--- config.mk ---
export PLATFORM = sky130hd
export DESIGN_NAME = axi4_rd_arbiter
export DESIGN_NICKNAME = d
export VERILOG_FILES = /design/src/rtl/axi4_rd_arbiter.sv
export SDC_FILE = /design/constraint.sdc
export NUM_CORES = 1
export LEC_CHECK = 0
export CAP_MARGIN = 20
export CORE_ASPECT_RATIO = 2
export CORE_MARGIN = 8
export CORE_UTILIZATION = 32
export CTS_CLUSTER_DIAMETER = 200
export DETAILED_ROUTE_END_ITERATION = 10
export GPL_ROUTABILITY_DRIVEN = 0
export PLACE_DENSITY = 0.89
export SKIP_CTS_REPAIR_TIMING = 1
export SYNTH_ARGS = -nofsm -noshare
export SYNTH_HDL_FRONTEND = slang
export SYNTH_SLANG_ARGS = --single-unit
--- constraint.sdc ---
create_clock -name aclk -period 2 [get_ports aclk]
set_clock_uncertainty 0.05 [all_clocks]
set_input_delay 0.5 -clock aclk [delete_from_list [all_inputs] [get_ports aclk]]
set_output_delay 0.5 -clock aclk [all_outputs]
set_load 0.02 [all_outputs]
--- src/rtl/axi4_rd_arbiter.sv ---
// Round-robin arbiter sharing one AXI4 read port (AR + R) between NUM_REQ masters.
// One outstanding burst at a time; the R channel is routed to the owner until rlast.
module axi4_rd_arbiter #(
  parameter int unsigned NUM_REQ     = 2,
  parameter int unsigned ADDR_BYTES  = 4,
  parameter int unsigned DATA_BYTES  = 4,
  parameter int unsigned NUM_ID_BITS = 4,
  parameter int unsigned IDX_W       = $clog2(NUM_REQ)
) (
  input  logic                              aclk,
  input  logic                              aresetn,
  input  logic [NUM_REQ-1:0]                s_arvalid,
  output logic [NUM_REQ-1:0]                s_arready,
  input  logic [NUM_REQ*ADDR_BYTES*8-1:0]   s_araddr,
  input  logic [NUM_REQ*8-1:0]              s_arlen,
  input  logic [NUM_REQ*3-1:0]              s_arsize,
  input  logic [NUM_REQ*2-1:0]              s_arburst,
  input  logic [NUM_REQ*NUM_ID_BITS-1:0]    s_arid,
  output logic [NUM_REQ-1:0]                s_rvalid,
  input  logic [NUM_REQ-1:0]                s_rready,
  output logic [DATA_BYTES*8-1:0]           s_rdata,
  output logic [1:0]                        s_rresp,
  output logic                              s_rlast,
  output logic [NUM_ID_BITS-1:0]            s_rid,
  output logic                              m_arvalid,
  output logic [ADDR_BYTES*8-1:0]           m_araddr,
  output logic [7:0]                        m_arlen,
  output logic [2:0]                        m_arsize,
  output logic [1:0]                        m_arburst,
  output logic [NUM_ID_BITS-1:0]            m_arid,
  input  logic                              m_arready,
  input  logic                              m_rvalid,
  input  logic [DATA_BYTES*8-1:0]           m_rdata,
  input  logic [1:0]                        m_rresp,
  input  logic                              m_rlast,
  input  logic [NUM_ID_BITS-1:0]            m_rid,
  output logic                              m_rready,
  output logic [IDX_W-1:0]                  grant_idx,
  output logic                              busy
);

  localparam int unsigned AW = ADDR_BYTES * 8;
  localparam int unsigned IW = NUM_ID_BITS;

  typedef enum logic [1:0] {ST_IDLE, ST_ADDR, ST_DATA} state_e;

  state_e          state_q, state_d;
  logic [IDX_W-1:0] prio_q, prio_d;
  logic [IDX_W-1:0] grant_q, grant_d;
  logic [AW-1:0]   araddr_q, araddr_d;
  logic [7:0]      arlen_q, arlen_d;
  logic [2:0]      arsize_q, arsize_d;
  logic [1:0]      arburst_q, arburst_d;
  logic [IW-1:0]   arid_q, arid_d;

  logic             win_found;
  logic [IDX_W-1:0] win_idx;
  logic [IDX_W-1:0] cand;

  // Rotating search for the first valid requester starting at the priority pointer.
  always_comb begin
    win_found = 1'b0;
    win_idx   = '0;
    cand      = '0;
    for (int unsigned i = 0; i < NUM_REQ; i++) begin
      cand = IDX_W'((32'(prio_q) + i) % NUM_REQ);
      if (!win_found && s_arvalid[cand]) begin
        win_found = 1'b1;
        win_idx   = cand;
      end
    end
  end

  always_comb begin
    s_arready = '0;
    if (state_q == ST_IDLE && win_found) s_arready[win_idx] = 1'b1;
  end

  // R channel belongs to the granted requester only while a burst is in DATA.
  always_comb begin
    s_rvalid = '0;
    m_rready = 1'b0;
    if (state_q == ST_DATA) begin
      s_rvalid[grant_q] = m_rvalid;
      m_rready          = s_rready[grant_q];
    end
  end

  assign s_rdata   = m_rdata;
  assign s_rresp   = m_rresp;
  assign s_rlast   = m_rlast;
  assign s_rid     = m_rid;

  assign m_arvalid = (state_q == ST_ADDR);
  assign m_araddr  = araddr_q;
  assign m_arlen   = arlen_q;
  assign m_arsize  = arsize_q;
  assign m_arburst = arburst_q;
  assign m_arid    = arid_q;
  assign grant_idx = grant_q;
  assign busy      = (state_q != ST_IDLE);

  always_comb begin
    state_d   = state_q;
    prio_d    = prio_q;
    grant_d   = grant_q;
    araddr_d  = araddr_q;
    arlen_d   = arlen_q;
    arsize_d  = arsize_q;
    arburst_d = arburst_q;
    arid_d    = arid_q;
    unique case (state_q)
      ST_IDLE: begin
        if (win_found) begin
          araddr_d  = s_araddr[32'(win_idx)*AW +: AW];
          arlen_d   = s_arlen[32'(win_idx)*8 +: 8];
          arsize_d  = s_arsize[32'(win_idx)*3 +: 3];
          arburst_d = s_arburst[32'(win_idx)*2 +: 2];
          arid_d    = s_arid[32'(win_idx)*IW +: IW];
          grant_d   = win_idx;
          prio_d    = IDX_W'((32'(win_idx) + 32'd1) % NUM_REQ);
          state_d   = ST_ADDR;
        end
      end
      ST_ADDR: begin
        if (m_arready) state_d = ST_DATA;
      end
      ST_DATA: begin
        if (m_rvalid && m_rready && m_rlast) state_d = ST_IDLE;
      end
      default: state_d = ST_IDLE;
    endcase
  end

  always_ff @(posedge aclk or negedge aresetn) begin
    if (!aresetn) begin
      state_q   <= ST_IDLE;
      prio_q    <= '0;
      grant_q   <= '0;
      araddr_q  <= '0;
      arlen_q   <= '0;
      arsize_q  <= '0;
      arburst_q <= '0;
      arid_q    <= '0;
    end else begin
      state_q   <= state_d;
      prio_q    <= prio_d;
      grant_q   <= grant_d;
      araddr_q  <= araddr_d;
      arlen_q   <= arlen_d;
      arsize_q  <= arsize_d;
      arburst_q <= arburst_d;
      arid_q    <= arid_d;
    end
  end

endmodule

== Yosys cells after proc, flatten, opt, wreduce, memory -nomap -nowiden ==
Cells that the tools add are included.

* Register bits: 53
* Bits in latches: 0
* Bits in writable memories: 0
* Memory bits (read-only): 0
* Input port bits: 145
* Output and inout bits: 96
* Word-level logic and storage cells: 60
* Memories: 0

* Add/sub/neg operators: 2
* Multipliers: 1
* Div/mod/pow operators: 0
* Magnitude comparators: 6
* Equality and inequality tests: 5
* Shift-type cells: 5
* Mux-type cells: 21
* Bitwise gates (word level): 1
* Reduce and logical (&&, ||, !) cells: 11

{| class="wikitable"
|+ Operator list
! kind !! number
|-
| indexed part select 64 x 7 -> 32 bit || 1
|-
| indexed part select 16 x 5 -> 8 bit || 1
|-
| 2-to-1 mux 1 bit || 13
|-
| 2-to-1 mux 2 bit || 5
|-
| < comparator 1 x 2 -> 1 bit, second input constant || 4
|-
| indexed part select 8 x 4 -> 4 bit || 1
|-
| logical AND 1 bit || 6
|-
| case mux 2 bit (3 select lines) || 1
|-
| indexed part select 6 x 4 -> 3 bit || 1
|-
| inequality test 2 x 1 -> 1 bit, second input constant || 2
|-
| indexed part select 4 x 3 -> 2 bit || 1
|-
| multiplier 1 x 2 -> 3 bit, second input constant || 1
|-
| AND reduction 3 bit || 1
|-
| adder 1 bit, second input constant || 2
|-
| AND 2 bit || 1
|-
| demux 1 bit (select 1 bit) || 2
|-
| == test 2 x 1 -> 1 bit, second input constant || 1
|-
| == test 2 bit, second input constant || 1
|-
| greater-or-equal comparator 1 bit, second input constant || 2
|-
| logical NOT 2 bit || 1
|-
| inequality test 2 bit, second input constant || 1
|-
| AND reduction 2 bit || 1
|-
| nonzero test 2 bit || 1
|-
| logical NOT 1 bit || 1
|}

== Longest topological paths before layout ==
Gate-level depths: netlist of run 1.

* Word-level depth: 11
* Gate-level depth with buffers: 5
* Depth with buffers taken out: 4

== Worst setup path after synthesis of run 1 ==
OpenSTA, ideal clock, no wires.

* Path kind: in2out
* Start: input port s_arvalid[0]
* End: output port s_arready[1]
* Data arrival time: 1010 ps
* Path slack: 440 ps
* Stages on the path: 4
* Path through: nand2b_1 > and3_1 > buf_2 > buf_6

* Longest elaborated chain between the ends: 11

{| class="wikitable"
|+ RTL lines
! element !! RTL line !! text
|-
| start, declared || 12 || <nowiki>input logic [NUM_REQ-1:0] s_arvalid,</nowiki>
|-
| 2-to-1 mux 1 bit (implied by the code) (2 in series) || 67 || <nowiki>if (!win_found && s_arvalid[cand]) begin</nowiki>
|-
| 2-to-1 mux 1 bit || 67 ||
|-
| logical NOT 1 bit || 67 ||
|-
| logical AND 1 bit || 67 ||
|-
| 2-to-1 mux 1 bit || 67 ||
|-
| < comparator 1 x 2 -> 1 bit (implied by the code) / greater-or-equal comparator 1 bit (equally long branches) || 76 || <nowiki>if (state_q == ST_IDLE && win_found) s_arready[win_idx] = 1'b1;</nowiki>
|-
| logical AND 1 bit (implied by the code) || 76 ||
|-
| 2-to-1 mux 1 bit (implied by the code) || 76 ||
|-
| demux 1 bit (select 1 bit) || 76 ||
|-
| 2-to-1 mux 2 bit (*) || 76 ||
|-
| end, declared || 13 || <nowiki>output logic [NUM_REQ-1:0] s_arready,</nowiki>
|}

Mark *: on every way between the ends. The rest lies on a longest branch, timed or not. The select of a mux whose other input is x is not followed.

== Worst setup path after layout of run 1 ==
* Start: input port s_rready[0]
* End: output port m_rready

* Longest elaborated chain between the ends: 3

{| class="wikitable"
|+ RTL lines
! element !! RTL line !! text
|-
| start, declared || 20 || <nowiki>input logic [NUM_REQ-1:0] s_rready,</nowiki>
|-
| 2-to-1 mux 1 bit (implied by the code) (2 in series) || 85 || <nowiki>m_rready = s_rready[grant_q];</nowiki>
|-
| 2-to-1 mux 1 bit || 83 || <nowiki>if (state_q == ST_DATA) begin</nowiki>
|-
| end, declared || 37 || <nowiki>output logic m_rready,</nowiki>
|}

Every way passes these cells. The select of a mux whose other input is x is not followed.

==> results of run 1 <==
==> where the power goes <==
group	total (mW)	internal, mW	switching (mW)
combinational	3.67	1.89	1.78
sequential	1.89	1.59	0.296
clock	0.860	0.493	0.368
total	6.42	3.97	2.45
==> critical path: cells and delay by family <==
family,cells,cell delay [ns]
muxes,1,0.09
and+or+nand+nor,1,0.18
buffers and inverters,2,0.66
==> layout make-up <==
cell class / instances / area (sq um)
Inverter: 2 / 7.51
Clock buffer: 7 / 143
Timing Repair Buffer: 173 / 1740
Tap cell: 100 / 125
Fill cell: 760 / 4250
Sequential cell: 53 / 1330
Multi-Input combinational cell: 120 / 996
==> cell families (layout without fill, tap and decap cells) <==
group,after synthesis,count (layout),share of synthesized area [%]
AO/OA/AOI/OAI,103,103,31.7
buffers and inverters,63,182,17.5
flip-flops,53,53,47.3
multiplexers,1,1,0.357
AND/OR/NAND/NOR,16,16,3.17
==> how the worst min path moves through the flow <==
stage,start,to
after floorplan,aresetn,grant_idx$_DFFE_PN0P_
after global placement,state_q[1]$_DFFE_PN0P_,state_q[1]$_DFFE_PN0P_
after detailed placement,aresetn,m_araddr[26]$_DFFE_PN0P_
after CTS,aresetn,m_araddr[5]$_DFFE_PN0P_
after global routing,aresetn,m_araddr[5]$_DFFE_PN0P_
final,aresetn,m_araddr[26]$_DFFE_PN0P_
==> registers in the layout (all words and copies together) (netlist names) <==
signal / flops
state_q: 2
m_arburst: 2
m_arsize: 3
m_arid: 4
m_arlen: 8
grant_idx: 1
prio_q: 1
m_araddr: 32
==> cells in the final DEF, fill, tap and decap left out <==
cell and n:
o21ai_0 4, clkbuf_8 1, clkbuf_1 1, o2bb2ai_1 1, inv_1 1, dlymetal6s2s_1 7
nor2_1 1, clkbuf_2 2, clkbuf_16 5, clkdlybuf4s50_1 153, buf_4 6, buf_12 3
buf_2 2, inv_2 1, o21a_1 49, nand2b_1 3, nor2_2 1, and3_2 2
mux2i_1 1, and3_1 1, nand2_1 4, and2b_1 1, dfrtp_1 53, a221o_1 49
nor2b_1 1, and2b_2 1, nor2_4 1
==> stage by stage <==
stage / utilization (%) / instances / instance area (sq um) / hold slack [ns]
final: 50.6 / 455 / 4340 / 0.151
after detailed placement: 48.9 / 448 / 4200 / 0.472
after CTS: 50.5 / 455 / 4340 / 0.162
after global routing: 50.6 / 455 / 4340 / 0.180
after global placement: 48.9 / 448 / 4200 / 0.459
after floorplan: - / 236 / 2800 / 0.154
==> metal layers <==
| metal | up-vias | global-route usage [%] | wire length (microns) | share of wire, % |
|---|---|---|---|---|
| li1 | 1091 | - | - | - |
| met1 | 1202 | 15.5 | 3150 | 32 |
| met2 | 130 | 28.6 | 5360 | 54 |
| met3 | 56 | 3.45 | 681 | 6.9 |
| met4 | 0 | 11.6 | 643 | 6.5 |
| met5 | - | 0 | 0 | 0 |
==> metrics.txt, run 1 <==
status=completed; wire per inst=21.6 microns; DRT iter0 DRCs=91; CTS tree=yes; Synthesis Warnings=0; Cell variety after synth=21; Post-DP HPWL=7.40 mm; Mapped Cells=236; WP data required=1.45 ns; DRC violations left=0; slowest stage delay, CP=0.46 ns; Crit Path Max Fanout=2; nets=500; Max Root-Sink Buffers=2; Top-Level Pins=241; clk slew on worst S/H paths=0.06 ns; FF+latch count, synth=53; Via density=5.45; Relative slew margins=61.4%; Critical-path top delay cell=clkdlybuf4s50_1; starting density of the core=32.6%; Skew-Pair Late Insertion Delay=0.29 ns; Num CTS Buffers=5; Hold Vio Cnt, Final=0; Final TNS setup=0 ns; Max Cap Violations=0; Critical R2R Launch=state_q[1]$_DFFE_PN0P_; Final min period=1.98 ns; Root Driver=clkbuf_16; Mapped Area=2800 sq um; port buffer count=164; clock sink total=53; Cell Chain, Critical Path=clkdlybuf4s50_1, mux2i_1, nor2b_1, clkbuf_2; Total Power=6.42 mW; DIE WIDTH=82.2 microns; Synth top cells by count=dfrtp_1 (53), a221o_1 (49), o21a_1 (49); crit end category=output pin; Layout Area Growth over Synthesis=54.9%; worst r2r dst=m_arlen[5]$_DFFE_PN0P_; share of the synthesized area in the top cell type=47.3%; Critical Path Start Type=input pin; first-pass GRT wire length=15.0 mm; layout cells sized above 1=7.04%; Worst Setup EP=m_rready; Synth area leader=dfrtp_1; async set-or-reset flop fraction in the synthesized netlist=100%; largest net degree at the start of global routing=54; Least-Margin Pin Slew=0.580 ns; PD cells=1480 nW/um^2; sequential share of the synthesized area=47.3%; Overflow after GRT=0; Leak=1.85 nW; top cells by area, synth=dfrtp_1 (47%), a221o_1 (18%), o21a_1 (13%); final cycle utilization of the critical path=98.9%; RSZ-0062 raised after global routing=no; Total Wirelength=9.84 mm; DRT antenna net count=0; Hold Crit Class=in2async; reg2reg path depth=4; Setup crit start=s_rready[0]; syn nets=381; dpl ws=-0.411 ns; H-tree depth=2; vias in the first global route=2794; setup ws final=0.0217 ns; fmax=505 MHz; Vias=2479; Post-synth EDFFs=0; die area=12200 sq um; top-count cell post-synth=dfrtp_1; post-synthesis area per instance=11.9 sq um; pins over their slew limit=0; standard cell core area=8590 sq um; Detailed Routing Iterations Pass 1=4; CP Class=in2out; Primary FF master, synth=dfrtp_1; Setup Viol. Count Final=0; total global-route track usage=16.2%; Core Rows=48; worst path arrival time=1.43 ns; Die Height=148 microns; Antenna diodes=0; R2R Setup Slk=0.28 ns; initial antenna violation count=0; maximum VDD drop=1.06 mV
Note: power is estimated with default switching activity, not from simulation.
==> inputs of run 2 (changes only) <==
GPL_TIMING_DRIVEN = 0   (was not set)
==> run 2 against run 1 <==
- the flow now finishes with violations (negative setup slack)
- register-to-register slack worse by 0.17 ns
- flip-flop and latch count unchanged
- first-iteration DRC count fell by 11%
- final area grew 20%
- combinational power rose by 15%
- via count is 16% higher
- cell count increased by 22%
- worst setup slack worse by 0.11 ns
- clock power decreased by 1%
==> metrics.txt, run 2 (synthesized netlist as in run 1, its figures left out) <==
Cell Chain, Critical Path=buf_6, nor2_4, and3_1, buf_6, buf_8, buf_4; Vias=2869 (+16%); Crit Path Max Fanout=10 (+8); commonest cells after routing, fill and taps aside=clkdlybuf4s50_1 (191), dfrtp_1 (53), o21a_1 (49), a221o_1 (49), buf_4 (47); slowest stage delay, CP=0.41 ns (-0.05 ns); DRC violations left=0 (unchanged); Final min period=2.09 ns (+0.112 ns); status=finished, violations left; number of flip-flops in the largest register=32 (unchanged); Setup Viol. Count Final=2 (+2); PD cells=1340 nW/um^2 (-9.7%); Least-Margin Pin Slew=0.552 ns (-0.0279 ns); maximum VDD drop=0.860 mV (-19%); Overflow after GRT=0 (unchanged); CP Class=reg2out; pins over their slew limit=0 (unchanged); Root Driver=clkbuf_16; initial antenna violation count=0 (unchanged); Die Height=148 microns (unchanged); DRT iter0 DRCs=81 (-11%); Antenna diodes=0 (unchanged); first-pass GRT wire length=16.9 mm (+12%); fin util=60.7% (+10 points); clk slew on worst S/H paths=0.07 ns (about the same); Hold Crit Class=in2async; layout cells sized above 1=17.4% (+10 points); total global-route track usage=18.1% (+1.9 points); die area=12200 sq um (unchanged); nets=600 (+20%); standard cell core area=8590 sq um (unchanged); DRT antenna net count=0 (unchanged); H-tree depth=2 (unchanged); setup ws final=-0.0900 ns (-0.112 ns); Top-Level Pins=241 (unchanged); port buffer count=202 (+23%); Detailed Routing Iterations Pass 1=4 (unchanged); Final TNS setup=-0.0976 ns (-0.0976 ns); vias in the first global route=3166 (+13%); Total Power=6.97 mW (+8.5%); Total Wirelength=11.6 mm (+18%); starting density of the core=32.6% (unchanged); CTS tree=yes; fmax=478 MHz (-5.3%); DIE WIDTH=82.2 microns (unchanged); Critical-path top delay cell=dfrtp_1; Skew-Pair Late Insertion Delay=0.29 ns (about the same); violated checks=negative setup slack; Post-DP HPWL=9.40 mm (+27%); Critical Path Start Type=flip-flop; Bufs and invs on worst path=4 (+2); crit-path most repeated cell=buf_6; Layout Area Growth over Synthesis=86.1%; final cycle utilization of the critical path=104% (+5.6 points); Hold Vio Cnt, Final=0 (unchanged); crit end category=output pin; largest net degree at the start of global routing=33 (-39%); Leak=2.31 nW (+25%); WP data required=1.45 ns (about the same); Max Root-Sink Buffers=2 (unchanged); worst path arrival time=1.54 ns (+0.11 ns); Relative slew margins=63.2% (+1.9 points); critical path's top delay family=buffers and inverters; wire per inst=20.9 microns (-3.5%); Core Rows=48 (unchanged); Max Cap Violations=0 (unchanged); Via density=5.17 (-5.1%); commonest non-fill, non-tap cell in the layout=clkdlybuf4s50_1; RSZ-0062 raised after global routing=yes; Num CTS Buffers=5 (unchanged); clock sink total=53 (unchanged)
-- run 2: layout make-up --
class / instances / area (sq um)
fillers: 716 / 3370
clock buffers: 7 / 143
repair buffers: 213 / 2130
plain buffers: 60 / 488
flip-flops and latches: 53 / 1330
inverters: 2 / 10.0
well taps: 100 / 125
multi-input cells: 120 / 996
-- run 2: worst paths after layout --
kind	slack, ns	start	to	cells past startpoint
min reg2reg	0.50	prio_q$_DFFE_PN0P_	prio_q$_DFFE_PN0P_	2
min	0.14	aresetn	m_arid[0]$_DFFE_PN0P_	1
max	-0.09	state_q[0]$_DFFE_PN0P_	s_arready[1]	6
max in group asynchronous	1.18	aresetn	m_araddr[8]$_DFFE_PN0P_	2
max reg2reg	0.11	state_q[0]$_DFFE_PN0P_	m_araddr[6]$_DFFE_PN0P_	9
min in group aclk	0.50	prio_q$_DFFE_PN0P_	prio_q$_DFFE_PN0P_	2
-- run 2: per-layer routing --
layer / share of wire, % / global-route usage (%) / up-vias
met3: 11 / 6.77 / 21
met4: 3.2 / 7.79 / 0
li1: - / - / 1296
met2: 53 / 32.4 / 188
met5: 0 / 0 / -
met1: 33 / 17.4 / 1364
-- run 2: through the flow --
stage	std cells	setup slack [ns]	hold slack, ns	cell area, sq um
6_report	555	-0.0900	0.145	5220
5_1_grt	555	-0.169	0.180	5220
4_1_cts	546	-0.766	0.156	5110
3_5_place_dp	539	-0.761	0.471	4960
3_3_place_gp	538	-1.24	0.461	4950
2_1_floorplan	236	0.440	0.154	2800
-- run 2: power breakdown --
part | internal, mW | switching [mW] | leakage, nW | total [mW]
Clock | 0.492 | 0.359 | 0.0700 | 0.851
Combinational | 2.26 | 1.95 | 1.58 | 4.21
Sequential | 1.60 | 0.312 | 0.656 | 1.91
